<file path="src/rtl/pipe_hazard_ctrl.sv">
// Pipeline sequencing controller: load-use, branch flush, memory wait and
// multi-cycle divider interlocks for the 5-stage CPU, plus a stall counter.
module pipe_hazard_ctrl #(
    parameter int DIV_CYCLES = 32
) (
    input  logic        clk,
    input  logic        reset,
    input  logic [4:0]  id_rs,
    input  logic [4:0]  id_rt,
    input  logic        ex_memread,
    input  logic [4:0]  ex_rd,
    input  logic        id_branch_taken,
    input  logic        id_hilo_rd,
    input  logic        ex_div,
    input  logic        mem_wait,
    output logic        en_pc,
    output logic        en_ifid,
    output logic        en_idex,
    output logic        en_exmem,
    output logic        en_memwb,
    output logic        flush_ifid,
    output logic        flush_idex,
    output logic        flush_exmem,
    output logic        div_start,
    output logic        div_busy,
    output logic        div_done,
    output logic [15:0] stall_cnt
);

    localparam int CW = (DIV_CYCLES > 1) ? $clog2(DIV_CYCLES) : 1;
    localparam logic [CW-1:0] CNT_LOAD = CW'(DIV_CYCLES - 1);

    localparam logic [0:0] ST_RUN = 1'b0;
    localparam logic [0:0] ST_DIV = 1'b1;

    logic [0:0]    r_state;
    logic [CW-1:0] r_cnt;
    logic          r_div_done;
    logic [15:0]   r_stall_cnt;

    logic w_busy;
    logic w_div_start;
    logic w_div_conflict;
    logic w_hilo_stall;
    logic w_load_use;

    assign w_busy         = (r_state == ST_DIV);
    assign w_div_start    = !reset && !mem_wait && (r_state == ST_RUN) && ex_div;
    assign w_div_conflict = ex_div && w_busy;
    assign w_hilo_stall   = id_hilo_rd && (w_busy || w_div_start);
    assign w_load_use     = ex_memread && (ex_rd != 5'd0) &&
                            ((ex_rd == id_rs) || (ex_rd == id_rt));

    always_comb begin
        en_pc       = 1'b1;
        en_ifid     = 1'b1;
        en_idex     = 1'b1;
        en_exmem    = 1'b1;
        en_memwb    = 1'b1;
        flush_ifid  = 1'b0;
        flush_idex  = 1'b0;
        flush_exmem = 1'b0;
        if (reset || mem_wait) begin
            en_pc    = 1'b0;
            en_ifid  = 1'b0;
            en_idex  = 1'b0;
            en_exmem = 1'b0;
            en_memwb = 1'b0;
        end else if (w_div_conflict) begin
            // divide stays parked in EX while a bubble drains into MEM
            en_pc       = 1'b0;
            en_ifid     = 1'b0;
            en_idex     = 1'b0;
            flush_exmem = 1'b1;
        end else if (w_hilo_stall || w_load_use) begin
            en_pc      = 1'b0;
            en_ifid    = 1'b0;
            flush_idex = 1'b1;
        end else if (id_branch_taken) begin
            flush_ifid = 1'b1;
        end
    end

    assign div_start = w_div_start;
    assign div_busy  = w_busy;
    assign div_done  = r_div_done;
    assign stall_cnt = r_stall_cnt;

    always_ff @(posedge clk or posedge reset) begin
        if (reset) begin
            r_state    <= ST_RUN;
            r_cnt      <= '0;
            r_div_done <= 1'b0;
        end else begin
            r_div_done <= 1'b0;
            if (r_state == ST_RUN) begin
                if (w_div_start) begin
                    r_state <= ST_DIV;
                    r_cnt   <= CNT_LOAD;
                end
            end else begin
                // counts through mem_wait so divide latency is fixed
                if (r_cnt == '0) begin
                    r_state    <= ST_RUN;
                    r_div_done <= 1'b1;
                end else begin
                    r_cnt <= r_cnt - 1'b1;
                end
            end
        end
    end

    always_ff @(posedge clk or posedge reset) begin
        if (reset) begin
            r_stall_cnt <= '0;
        end else if (!en_pc && (r_stall_cnt != 16'hFFFF)) begin
            r_stall_cnt <= r_stall_cnt + 16'd1;
        end
    end

endmodule
</file>
<file path="config.mk">
export PLATFORM = sky130hd
export DESIGN_NAME = pipe_hazard_ctrl
export DESIGN_NICKNAME = d
export VERILOG_FILES = /design/src/rtl/pipe_hazard_ctrl.sv
export SDC_FILE = /design/constraint.sdc
export NUM_CORES = 1
export LEC_CHECK = 0
export CORE_MARGIN = 2
export CORE_UTILIZATION = 47
export CTS_BUF_LIST = sky130_fd_sc_hd__clkbuf_4
export CTS_CLUSTER_DIAMETER = 60
export CTS_CLUSTER_SIZE = 16
export DETAILED_ROUTE_END_ITERATION = 6
export GPL_TIMING_DRIVEN = 0
export HOLD_SLACK_MARGIN = 0.05
export PLACE_DENSITY = 0.79
export SLEW_MARGIN = 20
export SYNTH_ARGS = -nofsm -noshare
export SYNTH_HDL_FRONTEND = slang
export SYNTH_SLANG_ARGS = --single-unit
</file>
<file path="constraint.sdc">
create_clock -name clk -period 3.8 [get_ports clk]
set_input_delay 1.14 -clock clk [delete_from_list [all_inputs] [get_ports clk]]
set_output_delay 1.14 -clock clk [all_outputs]
set_load 0.05 [all_outputs]
</file>
==> flow_summary.html <==
<table>
<tr><th>Metric</th><th>Value</th></tr>
<tr><th colspan="2">Run</th></tr>
<tr><td># Max-Cap Violations</td><td>0</td></tr>
<tr><th colspan="2">Pwr</th></tr>
<tr><td>PD cells</td><td>552 mW/mm^2</td></tr>
<tr><td>Peak supply drop</td><td>0.400 mV</td></tr>
<tr><td>Total Power Consumption</td><td>1.21 mW</td></tr>
<tr><td>Leak pwr</td><td>0.977 nW</td></tr>
<tr><th colspan="2">Placement</th></tr>
<tr><td>Dpl hpwl</td><td>2790 um</td></tr>
<tr><td>Placer Congestion</td><td>0.941</td></tr>
<tr><td>Post-placement cell area</td><td>0.00202 sq mm</td></tr>
<tr><td>Input/output buffers</td><td>48</td></tr>
<tr><th colspan="2">Global routing</th></tr>
<tr><td>Global-route wire length before repair</td><td>6200 um</td></tr>
<tr><td>Global routing usage on met1</td><td>0.282</td></tr>
<tr><td>Global route hottest layer</td><td>met2</td></tr>
<tr><td>Number of antenna violations at the first check in global routing</td><td>0</td></tr>
<tr><td>Met3 track demand over resource in global routing</td><td>0.0216</td></tr>
<tr><td>Largest net degree at the start of global routing</td><td>24</td></tr>
<tr><td>Via count of the first global-routing pass</td><td>1,368</td></tr>
<tr><td>Met2 global-route usage</td><td>0.415</td></tr>
<tr><td>Final global-route overflow total</td><td>0</td></tr>
<tr><td>Overall global routing resource usage</td><td>0.229</td></tr>
<tr><th colspan="2">STA</th></tr>
<tr><td>Post-route minimum period</td><td>3740 ps</td></tr>
<tr><td>Worst setup skew after layout</td><td>5.94 ps</td></tr>
<tr><td>Finish-stage setup viols</td><td>0</td></tr>
<tr><td>Period utilization</td><td>0.985</td></tr>
<tr><td>Max_slew headroom</td><td>0.428</td></tr>
<tr><td>Hold slack</td><td>501 ps</td></tr>
<tr><td>Upper clock frequency limit</td><td>267 MHz</td></tr>
<tr><td>Final Hold Viols</td><td>0</td></tr>
<tr><td>Setup TNS</td><td>0 ps</td></tr>
<tr><td>Max Transition Viols Final</td><td>0</td></tr>
<tr><td>Transition time at the pin with the least slew margin</td><td>857 ps</td></tr>
<tr><th colspan="2">Cells and area</th></tr>
<tr><td>Fraction of final layout cells sized beyond drive strength 1</td><td>0.229</td></tr>
<tr><td>Most common cell after layout, fill and taps aside</td><td>clkdlybuf4s50_1</td></tr>
<tr><td>Commonest cells after routing, fill and taps aside</td><td>clkdlybuf4s50_1, xnor2_1, dfrtp_1</td></tr>
<tr><td>Synth-to-Final Area Change</td><td>49.3%</td></tr>
<tr><td>Antenna Diode Count</td><td>0</td></tr>
<tr><td>Final Cell Area</td><td>0.00219 sq mm</td></tr>
<tr><td>Final nets</td><td>236</td></tr>
<tr><th colspan="2">Floorplan</th></tr>
<tr><td>Die area</td><td>0.00359 sq mm</td></tr>
<tr><td>Width of the die</td><td>59.9 um</td></tr>
<tr><td>Site row count</td><td>20</td></tr>
<tr><td>Die H</td><td>59.9 um</td></tr>
<tr><td>Starting Density</td><td>0.490</td></tr>
<tr><td>Core region area</td><td>0.00300 sq mm</td></tr>
<tr><td>I/O pin cnt</td><td>49</td></tr>
<tr><th colspan="2">Worst setup path</th></tr>
<tr><td>Endpoint required time on the critical path</td><td>2660 ps</td></tr>
<tr><td>Critical path capture point type</td><td>output pin</td></tr>
<tr><td>Arrival @ worst endpoint</td><td>2600 ps</td></tr>
<tr><td>Critical Path Fanout Max</td><td>4</td></tr>
<tr><td>CP startpoint kind</td><td>primary input</td></tr>
<tr><td>Internal reg-to-reg setup slack</td><td>1710 ps</td></tr>
<tr><td>Type of the setup path with the least slack</td><td>primary input to output pin</td></tr>
<tr><th colspan="2">Route</th></tr>
<tr><td>Average wire length per cell after detail routing</td><td>15.5 um</td></tr>
<tr><td>Number of DRC violations after detailed-routing iteration 0</td><td>47</td></tr>
<tr><td># DRC</td><td>0</td></tr>
<tr><td>Total wire length after detailed routing</td><td>3780 um</td></tr>
<tr><td>Routed vias/inst</td><td>5.83</td></tr>
<tr><td>Via Count</td><td>1,416</td></tr>
<tr><td>Router iterations before antenna repair</td><td>4</td></tr>
<tr><td>Antenna-violating nets left</td><td>0</td></tr>
<tr><th colspan="2">Clock network</th></tr>
<tr><td>Sinks on Clock Net</td><td>23</td></tr>
<tr><td>Worst-path clk slew</td><td>130 ps</td></tr>
<tr><td>Max clock buf depth</td><td>2</td></tr>
<tr><td>TritonCTS clock tree</td><td>yes</td></tr>
<tr><td>H-tree Lvls</td><td>1</td></tr>
<tr><td>Clock tree root driver cell</td><td>clkbuf_4</td></tr>
<tr><td>Total clock buffers created by CTS</td><td>3</td></tr>
<tr><td>Clock insertion delay at the later pin of the skew report</td><td>330 ps</td></tr>
<tr><th colspan="2">Synth</th></tr>
<tr><td>Post-synthesis async set-or-reset flop share</td><td>1.00</td></tr>
<tr><td>Top flip-flop cell by instance count after synthesis</td><td>dfrtp_1</td></tr>
<tr><td>Post-Synth Simple-Gate Area</td><td>0.209</td></tr>
<tr><td>Multiplexer fraction of the synthesized cell area</td><td>0.00766</td></tr>
<tr><td>Number of flops mapped to enable cells by yosys</td><td>0</td></tr>
<tr><td>Yosys cell types</td><td>40</td></tr>
<tr><td>#FFs+latches synth</td><td>23</td></tr>
<tr><td>Mapped Nets</td><td>171</td></tr>
<tr><td>Part of the Yosys area used for sequential elements</td><td>0.391</td></tr>
<tr><td>Count of synthesis-stage warnings from yosys</td><td>0</td></tr>
<tr><td>Area of the mapped netlist</td><td>0.00147 sq mm</td></tr>
<tr><td>Share of the synthesized area in compound gates (AO/OA/AOI/OAI)</td><td>0.182</td></tr>
<tr><td>Syn avg cell area</td><td>10.1 sq um</td></tr>
<tr><td>Synth Area in XOR/XNOR</td><td>0.149</td></tr>
<tr><td>Syn Inst Count</td><td>146</td></tr>
<tr><td>Dominant combinational cell family by area after synthesis</td><td>simple AND/OR/NAND/NOR gates</td></tr>
<tr><td>Arithmetic-cell share of the synthesized area counting full adders, half adders and majority gates</td><td>0.0255</td></tr>
<tr><th colspan="2">Run status</th></tr>
<tr><td>Status</td><td>completed</td></tr>
<tr><th colspan="2">Min path</th></tr>
<tr><td>Path category of the worst min-delay check</td><td>flop to flop</td></tr>
</table>
routing by layer:
layer / vias up / routed length, um
li1: 667 / -
met1: 683 / 1430
met2: 61 / 2050
met3: 5 / 244
met4: 0 / 53
met5: - / 0
final cells by class:
| cell class | instances | area, sq um |
|---|---|---|
| inverter | 5 | 18.8 |
| sequential | 23 | 576 |
| tap | 33 | 41.3 |
| timing repair buffer | 60 | 581 |
| multi-input combinational | 113 | 916 |
| clock buffer | 3 | 22.5 |
| buffer | 5 | 32.5 |
| fill | 241 | 808 |
| clock inverter | 1 | 7.51 |
stage by stage:
stage / instances / worst slack (ps) / utilization
final: 243 / 57.3 / 0.731
after global routing: 243 / -1.28 / 0.731
after CTS: 238 / -61.6 / 0.702
after detailed placement: 227 / -1050 / 0.673
after global placement: 227 / -972 / 0.673
after floorplan: 146 / -53.3 / -
power by group:
part / internal [mW] / switching [mW]
logic: 0.259 / 0.393
clock network: 0.0404 / 0.0799
registers: 0.326 / 0.112
Yosys cell counts, types with 2 or more instances:
cell	instances	share of area
nand3_1	5	0.017
buf_4	3	0.015
and3_2	2	0.010
buf_2	2	0.0068
and3_1	5	0.021
nand2b_1	3	0.013
nor2_1	6	0.015
nor3_1	2	0.0068
o2111ai_1	4	0.024
inv_1	5	0.013
o211ai_1	7	0.036
and2_1	2	0.0085
a21oi_1	4	0.014
o21ai_0	4	0.014
o2bb2ai_1	2	0.012
ha_1	3	0.026
o21ai_1	3	0.010
dfrtp_1	23	0.39
nand3b_1	2	0.010
a221oi_1	3	0.018
nand2_1	11	0.028
and4_1	4	0.024
xnor2_1	24	0.14
registers in the layout (all words and copies together) (netlist names):
signal and count:
stall_cnt 16, r_cnt 5, div_busy 1, div_done 1
path summary, 6_finish.rpt:
path / end / startpoint / depth (start not counted)
worst max-delay path: flush_ifid / ex_rd[3] / 7
min in group asynchronous: r_cnt[2] / reset / 2
worst min register to register: stall_cnt[15] / stall_cnt[15] / 1
max in group asynchronous: stall_cnt[15] / reset / 2
worst max register to register: stall_cnt[10] / stall_cnt[0] / 6
worst min-delay path: stall_cnt[15] / stall_cnt[15] / 1
repair_timing:
| item | 4_1_cts | 5_1_grt |
|---|---|---|
| gates resized for setup | 43 | 16 |
| pin swaps | 2 | 10 |
| hold buffers | 0 | 0 |
| setup buffers | 7 | 5 |
| gates cloned | 0 | 0 |
| setup endpoints to repair | 8 | 4 |
logic make-up (layout without fill, tap and decap cells):
group | after synthesis | in the layout
multiplexers | 1 | 1
flip-flops | 23 | 23
buffers and inverters | 10 | 74
AND/OR/NAND/NOR | 50 | 50
AO/OA/AOI/OAI | 34 | 34
XOR/XNOR | 25 | 25
adder cells (fa/ha/maj) | 3 | 3
critical path, stage by stage:
cell and delay, ps:
dlygate4sd2_1 270, or4_4 500, o21ai_4 160, nand2_2 110, o21ai_4 100, and2_4 180
buf_8 130
Power figures use the tool's default switching activity.
